## config.mk

```make
export PLATFORM = sky130hd
export DESIGN_NAME = ac_match_engine
export DESIGN_NICKNAME = d
export VERILOG_FILES = /design/src/rtl/ac_pkg.sv /design/src/rtl/ac_match_engine.sv
export SDC_FILE = /design/constraint.sdc
export NUM_CORES = 1
export LEC_CHECK = 0
export CAP_MARGIN = 20
export CORE_MARGIN = 1.5
export CORE_UTILIZATION = 45
export DETAILED_ROUTE_END_ITERATION = 6
export PLACE_DENSITY = 0.76
export SLEW_MARGIN = 10
export SYNTH_ARGS = -nofsm -noshare
export SYNTH_HDL_FRONTEND = slang
export SYNTH_SLANG_ARGS = --single-unit
```

## constraint.sdc

```tcl
create_clock -name CLK -period 1.9 [get_ports CLK]
set_input_delay 0.38 -clock CLK [delete_from_list [all_inputs] [get_ports CLK]]
set_output_delay 0.38 -clock CLK [all_outputs]
set_load 0.02 [all_outputs]
```

## src/rtl/ac_pkg.sv

```systemverilog
// Shared widths, root-state constant and traversal FSM encoding for the
// Aho-Corasick match engine and its goto table.
package ac_pkg;
    localparam int STATE_W = 8;
    localparam int CHAR_W  = 8;
    localparam int GADDR_W = STATE_W + CHAR_W;
    localparam int FADDR_W = 12;
    localparam logic [STATE_W-1:0] ROOT_STATE = '0;

    typedef enum logic [2:0] {
        IDLE,
        G_RD,
        G_EV,
        F_RD,
        F_EV
    } ac_fsm_t;

    function automatic logic [GADDR_W-1:0] goto_addr(
        input logic [STATE_W-1:0] state,
        input logic [CHAR_W-1:0]  ch
    );
        return {state, ch};
    endfunction
endpackage

```

## src/rtl/ac_match_engine.sv

```systemverilog
// Aho-Corasick traversal controller: one byte per handshake, goto lookup,
// failure-link hops on a miss, registered match pulse and sticky error.
module ac_match_engine
    import ac_pkg::*;
#(
    parameter int MAX_FAIL_DEPTH = 16,
    parameter int POS_W          = 16
) (
    input  logic                 CLK,
    input  logic                 RST,
    input  logic [CHAR_W-1:0]    CHAR_IN,
    input  logic                 CHAR_VALID,
    output logic                 CHAR_READY,
    output logic [GADDR_W-1:0]   ADDR_G,
    input  logic [STATE_W-1:0]   GOTO_NEXT,
    input  logic                 GOTO_HIT,
    input  logic                 GOTO_ACCEPT,
    output logic [FADDR_W-1:0]   ADDR_F,
    input  logic [STATE_W-1:0]   CURRENT_STATE_F,
    input  logic [STATE_W-1:0]   FAILURE_STATE,
    output logic                 MATCH_VALID,
    output logic [STATE_W-1:0]   MATCH_STATE,
    output logic [POS_W-1:0]     MATCH_POS,
    output logic                 ERR
);
    localparam int DEPTH_W = $clog2(MAX_FAIL_DEPTH) + 1;
    localparam logic [DEPTH_W-1:0] DEPTH_LIMIT = DEPTH_W'(MAX_FAIL_DEPTH);

    ac_fsm_t              r_fsm;
    logic [STATE_W-1:0]   r_state;
    logic [CHAR_W-1:0]    r_char;
    logic [POS_W-1:0]     r_pos;
    logic [DEPTH_W-1:0]   r_depth;
    logic [GADDR_W-1:0]   r_addr_g;
    logic [STATE_W-1:0]   r_addr_f;
    logic                 r_match_valid;
    logic [STATE_W-1:0]   r_match_state;
    logic [POS_W-1:0]     r_match_pos;
    logic                 r_err;

    logic [DEPTH_W-1:0]   w_depth_inc;
    logic                 w_tag_bad;

    assign w_depth_inc = r_depth + 1'b1;
    assign w_tag_bad   = (CURRENT_STATE_F != r_state);

    always_ff @(posedge CLK) begin
        if (RST) begin
            r_fsm         <= IDLE;
            r_state       <= ROOT_STATE;
            r_char        <= '0;
            r_pos         <= '0;
            r_depth       <= '0;
            r_addr_g      <= '0;
            r_addr_f      <= '0;
            r_match_valid <= 1'b0;
            r_match_state <= '0;
            r_match_pos   <= '0;
            r_err         <= 1'b0;
        end else begin
            r_match_valid <= 1'b0;
            case (r_fsm)
                IDLE: begin
                    if (CHAR_VALID) begin
                        r_char   <= CHAR_IN;
                        r_addr_g <= goto_addr(r_state, CHAR_IN);
                        r_depth  <= '0;
                        r_fsm    <= G_RD;
                    end
                end
                G_RD: r_fsm <= G_EV;
                G_EV: begin
                    if (GOTO_HIT) begin
                        r_state <= GOTO_NEXT;
                        r_depth <= '0;
                        r_pos   <= r_pos + 1'b1;
                        if (GOTO_ACCEPT) begin
                            r_match_valid <= 1'b1;
                            r_match_state <= GOTO_NEXT;
                            r_match_pos   <= r_pos;
                        end
                        r_fsm <= IDLE;
                    end else if (r_state == ROOT_STATE) begin
                        // Root has an implicit self-loop on every unmatched byte.
                        r_pos <= r_pos + 1'b1;
                        r_fsm <= IDLE;
                    end else begin
                        r_addr_f <= r_state;
                        r_fsm    <= F_RD;
                    end
                end
                F_RD: r_fsm <= F_EV;
                F_EV: begin
                    // A corrupt row or a runaway failure chain drops the byte
                    // and restarts matching from the root.
                    if (w_tag_bad || (w_depth_inc == DEPTH_LIMIT)) begin
                        r_err   <= 1'b1;
                        r_state <= ROOT_STATE;
                        r_pos   <= r_pos + 1'b1;
                        r_fsm   <= IDLE;
                    end else begin
                        r_state  <= FAILURE_STATE;
                        r_depth  <= w_depth_inc;
                        r_addr_g <= goto_addr(FAILURE_STATE, r_char);
                        r_fsm    <= G_RD;
                    end
                end
                default: r_fsm <= IDLE;
            endcase
        end
    end

    assign CHAR_READY  = (r_fsm == IDLE);
    assign ADDR_G      = r_addr_g;
    assign ADDR_F      = {4'b0000, r_addr_f};
    assign MATCH_VALID = r_match_valid;
    assign MATCH_STATE = r_match_state;
    assign MATCH_POS   = r_match_pos;
    assign ERR         = r_err;
endmodule

```

-- Yosys cells after proc, flatten, opt, wreduce, memory -nomap -nowiden
Index checks and enable logic that the tools add are counted.
- add/subtract/negate cells: 2
- eq/ne operators: 11
- multiplexer cells: 20
- bitwise operators: 3
- reduce and logical (&&, ||, !) cells: 15
- operator list (operator ; number):
    $mux W16 ; 5
    $pmux W16 S2 ; 2
    $add A16 B1 Y16 const B ; 1
    $mux W8 ; 2
    $pmux W8 S2 ; 1
    $mux W5 ; 3
    $pmux W3 S5 ; 1
    $pmux W5 S3 ; 1
    $reduce_and A3 Y1 ; 4
    $logic_not A8 Y1 ; 1
    $ne A2 B2 Y1 const B ; 4
    $ne A8 B8 Y1 ; 1
    $eq A3 B2 Y1 const B ; 2
    $reduce_and A2 Y1 ; 3
    $add A5 B1 Y5 const B ; 1
    $eq A5 B5 Y1 const B ; 1
    $mux W2 ; 2
    $reduce_and A4 Y1 ; 1
    $reduce_bool A2 Y1 ; 2
    $eq A3 B1 Y1 const B ; 1
    $eq A3 B3 Y1 const B ; 1
    $logic_not A3 Y1 ; 1
    $mux W3 ; 1
    $ne A3 B3 Y1 const B ; 1
    5 further kinds ; 8
- register bits: 90
- input port bits: 37
- output and inout bits: 55
- word-level logic and storage cells: 62

-- Longest topological paths before layout
- depth after elaboration: 5
- depth in mapped cells: 8

-- Least setup slack after synthesis
OpenSTA, ideal clock, no wires.
- kind: register to register
- start point: register r_depth[0]
- end point: register r_pos[2]
- library setup time: 0.121 ns
- arrival: 1.821 ns
- path slack: -0.042 ns
- cell stages (with the launch flop): 7
- path buffers: 1
- clock period less this slack: 1.942 ns
- cell sequence: dfxtp_1 > and2_1 > mux2_4 > o2111a_1 > buf_2 > nor3b_1 > mux2_2
- word-level cells in the longest chain between the ends: 5
- RTL lines (element ; RTL line ; RTL):
    start, declared ; ac_match_engine.sv:33 ; logic [DEPTH_W-1:0] r_depth;
    start signal, assigned ; ac_match_engine.sv:103 ; r_depth <= w_depth_inc;
    $add A5 B1 Y5 ; ac_match_engine.sv:44 ; assign w_depth_inc = r_depth + 1'b1;
    $eq A5 B5 Y1 ; ac_match_engine.sv:96 ; if (w_tag_bad || (w_depth_inc == DEPTH_LIMIT)) begin
    $logic_or A1 B1 Y1 ; ac_match_engine.sv:96 ;
    $ne A2 B2 Y1 (no source line) ; -- ;
    $reduce_and A3 Y1 (no source line) ; -- ;
    end signal, assigned ; ac_match_engine.sv:76 ; r_pos <= r_pos + 1'b1;
    end signal, assigned ; ac_match_engine.sv:85 ; r_pos <= r_pos + 1'b1;
    end signal, assigned ; ac_match_engine.sv:99 ; r_pos <= r_pos + 1'b1;
    end, declared ; ac_match_engine.sv:32 ; logic [POS_W-1:0] r_pos;
No other way between the ends.
A chain may end at the register's enable or synchronous reset.

-- Final worst setup path
- start point: register r_depth[1]
- end point: register r_pos[6]
Same word-level chain as after synthesis.

==> metrics.md <==
| Metric | Value |
|---|---|
| Sink count of the clock tree | 90 |
| Mapped cell area | 0.00404 sq mm |
| Via count of the routed design | approximately 3900 |
| Fill count | about 730 |
| Die Wd | 97.7 um |
| Root buffer selected by CTS | sky130_fd_sc_hd__clkbuf_8 |
| Data required time of the critical path | 2.21 ns |
| Slowest-stage cell, CP | sky130_fd_sc_hd__or4_4 |
| Top cell type's share of synthesized area | 44.6% |
| Achievable Freq | 517 MHz |
| Total routing usage reported by global routing | 23.3% |
| First-pass GRT wire length | between 15000 and 20000 um |
| TritonCTS clock tree | done |
| Main flop type after synthesis | sky130_fd_sc_hd__dfxtp_1 |
| Failing checks | negative setup slack |
| Number of cells on the worst reg-to-reg path | 6 |
| Max incr delay on CP | 0.49 ns |
| Launching point of the worst reg2reg path | r_depth[1] |
| Mean cell area of the mapped netlist | 8.64 sq um |
| Post-synthesis mux area share | 6.88% |
| Maxcap violations | 0 |
| Detail Placement HPWL | 7840 um |
| Row count | 34 |
| Sequential share of the synthesized area | 44.6% |
| Sink of the worst hold path | r_addr_f[6] |
| Num CTS Buffers | 9 |
| Post-synthesis sequential element count | 90 |
| Adder and majority cell fraction of the synthesized area | 0.620% |
| Height of the chip | slightly below 100 um |
| Number of library cell types mapped by synthesis | 53 |
| Remaining antenna violation count | 0 |
| Area fraction in compound gates after synthesis | 17.3% |
| Post-route setup TNS | -0.239 ns |
| Nets@finish | 624 |
| Initial Utilization | 46.3% |
| Post-route fraction of the period consumed by the critical path | 102% |
| Worst Slack Setup Final | -0.0341 ns |
| RR Endpoint | r_pos[6] |
| Final number of hold-violating endpoints | 0 |
| Residual DRC | 0 |
| Final Total Pwr | 3.83 mW |
| Largest net degree at the start of global routing | 47 |
| Wirelength, routed | 11200 um |
| Crit-path leading delay family | simple AND/OR/NAND/NOR gates |
| Vias per Instance | 5.59 |
| Worst min-delay path class | in -> reg |
| Post-route clock skew | 0.0140 ns |
| DRC marker count from the first detailed-route iteration | 185 |
| First drt pass iteration count | 4 |
| Count of buffering cells on the critical path with inverters included | 1 |
| Crit Path Class | reg -> reg |
| Diodes inserted | 0 |
| Area of the die | 0.00955 sq mm |
| Utilization of the core after routing | 65.5% |
| Ranking of synthesized cells by area | sky130_fd_sc_hd__dfxtp_1 45%, sky130_fd_sc_hd__nand2_1 7.4%, sky130_fd_sc_hd__a21oi_1 6.4%, sky130_fd_sc_hd__mux2i_1 6.0%, sky130_fd_sc_hd__nor3_1 3.8% |
| Clock latency reported for the late side of the worst-skew pair | 0.37 ns |
| Synthesis-to-finish area growth | 41.5% |
| Endpoint type of the worst setup path | register |
| Clock slew seen by the registers of the worst setup and hold paths | 0.09 ns |
| Leakage dissipation | 2.04 nW |
| Number of port buffers | 87 |
| Parity-gate share of the synthesized area counting xor and xnor cells | 1.74% |
| Pins Over Slew Limit | 0 |
| Largest voltage drop on the vdd net | roughly 0.43 mV |
| Simple-gate share of the synthesized area | 24.0% |
| Data arrival, critical path | 2.24 ns |
| Antenna violations before repair | 0 |
| Final critical path time including I/O delays and setup | 1.93 ns |
| Startpoint of the most critical hold path | RST |
| Via count of the first global-routing pass | between 3000 and 4000 |
| Count of boundary I/O pins | 92 |
| Routability congestion estimate from global placement | 0.911 |
| Post-Syn Instances | between 400 and 500 |
| Cell breakdown of the critical path | and2_4 > mux2_4 > o2111a_2 > buf_12 > or4_4 > a21oi_2 |
| Total power divided by cell area | 670 mW/mm^2 |
| Maximum clock path buffer count | 2 |
| Core footprint | 0.00872 sq mm |
| Post-synth top area cell | sky130_fd_sc_hd__dfxtp_1 |
| RSZ-0062 raised after global routing | yes |
| Result of the run | finished, violations left |
| Mean routed wirelength per cell | roughly 16 um |
| Synth async-reset ratio | 0% |
| Number of warnings printed during yosys synthesis | 0 |
| Register-to-Register Setup Slack | -0.03 ns |
| Hold Crit Depth | 2 |
| Total setup violations reported at the end of the flow | 13 |
| Number of synthesized flops with an enable pin | 0 |
| CP Launch Type | register |
| Ratio of cells with drive above 1 in the final layout | a little over a fifth |
| Global route total overflow | 0 |
| Main combinational cell family by area after synthesis | simple AND/OR/NAND/NOR gates |
| Maximum net fanout on the critical path | 31 |
| Level count of the clock H-tree | 3 |
sequential cells by signal (all words and copies together), names as in the netlist:
signal,cells
r_state,8
r_addr_f,8
r_fsm,3
r_char,8
r_depth,5
MATCH_POS,16
ADDR_G,16
MATCH_VALID,1
r_pos,16
ERR,1
MATCH_STATE,8
worst max path at each step:
stage                    start   endpoint  slack, ns  depth (start not counted)
floorplan           r_depth[0]  r_pos[10]      0.003                          6
global placement      GOTO_HIT   r_pos[3]      -0.32                          6
detailed placement    GOTO_HIT   r_pos[3]      -0.41                          6
CTS                 r_depth[1]   r_pos[6]      -0.03                          6
global route        r_depth[0]   r_pos[9]      -0.11                          6
finish              r_depth[1]   r_pos[6]      -0.03                          6
synthesized netlist by cell type (9+ instances only):
| cell | number |
|---|---|
| sky130_fd_sc_hd__a211oi_1 | 16 |
| sky130_fd_sc_hd__a21oi_1 | 52 |
| sky130_fd_sc_hd__clkbuf_1 | 21 |
| sky130_fd_sc_hd__dfxtp_1 | 90 |
| sky130_fd_sc_hd__mux2i_1 | 24 |
| sky130_fd_sc_hd__nand2_1 | 80 |
| sky130_fd_sc_hd__nand3_1 | 9 |
| sky130_fd_sc_hd__nor2_1 | 25 |
| sky130_fd_sc_hd__nor3_1 | 31 |
| sky130_fd_sc_hd__o31ai_1 | 13 |
| sky130_fd_sc_hd__or4_1 | 16 |
area by class of cell:
cell class              count  area, sq um  share of cell area (%)
clock buffers               9          124                    2.17
clock inverters             7         68.8                    1.20
inverters                   2         7.51                   0.131
multi-input cells         342         2240                    39.2
flip-flops and latches     90         1810                    31.8
well taps                 108          135                    2.37
repair buffers            140         1330                    23.2
power breakdown:
part           total, mW  switching (mW)  internal, mW  leakage (nW)
registers           1.99          0.0483          1.94         0.735
logic              0.541           0.280         0.261          1.21
clock network       1.30           0.781         0.516        0.0937
total               3.83            1.11          2.72          2.04
kinds of logic after synthesis:
kind of cell             after synthesis
adder cells (fa/ha/maj)                2
XOR/XNOR                               8
AO/OA/AOI/OAI                        107
flip-flops                            90
AND/OR/NAND/NOR                      193
other                                  1
multiplexers                          27
buffers and inverters                 39
placed cells by master (no fill, tap or decap), drive strengths merged, types with 4 or more instances in the layout:
| cell type | n |
|---|---|
| dfxtp | 90 |
| nand2 | 80 |
| clkdlybuf4s50 | 80 |
| buf | 54 |
| a21oi | 52 |
| nor3 | 32 |
| nor2 | 25 |
| mux2i | 24 |
| a211oi | 16 |
| or4 | 16 |
| o31ai | 13 |
| clkbuf | 9 |
| nand3 | 9 |
| xnor2 | 8 |
| a221oi | 8 |
| inv | 7 |
| dlymetal6s2s | 5 |
| conb | 4 |
| and3 | 4 |
| o21ai | 4 |
what timing repair did:
action,4_1_cts,5_1_grt
pin swaps,2,6
setup endpoints to repair,18,37
cloned,1,0
hold buffers,0,0
gates resized for setup,12,35
buffers inserted,0,1
per-layer routing:
metal,global-route usage (%),vias to the layer above,routed length [um]
met1,28.5,1842,4650
met3,7.41,23,760
met2,38.3,112,5580
met5,0,-,0
met4,8.79,0,237
li1,-,1926,-
stage by stage:
stage	cell area [sq um]	hold WS, ns	std cells	setup slack (ns)
after floorplan	4060	0.436	470	0.00253
after global placement	5310	0.441	680	-0.320
after detailed placement	5310	0.446	680	-0.406
after CTS	5550	0.330	697	-0.0288
after global routing	5710	0.347	698	-0.106
final	5710	0.343	698	-0.0341
Note: power is estimated with default switching activity, not from simulation.
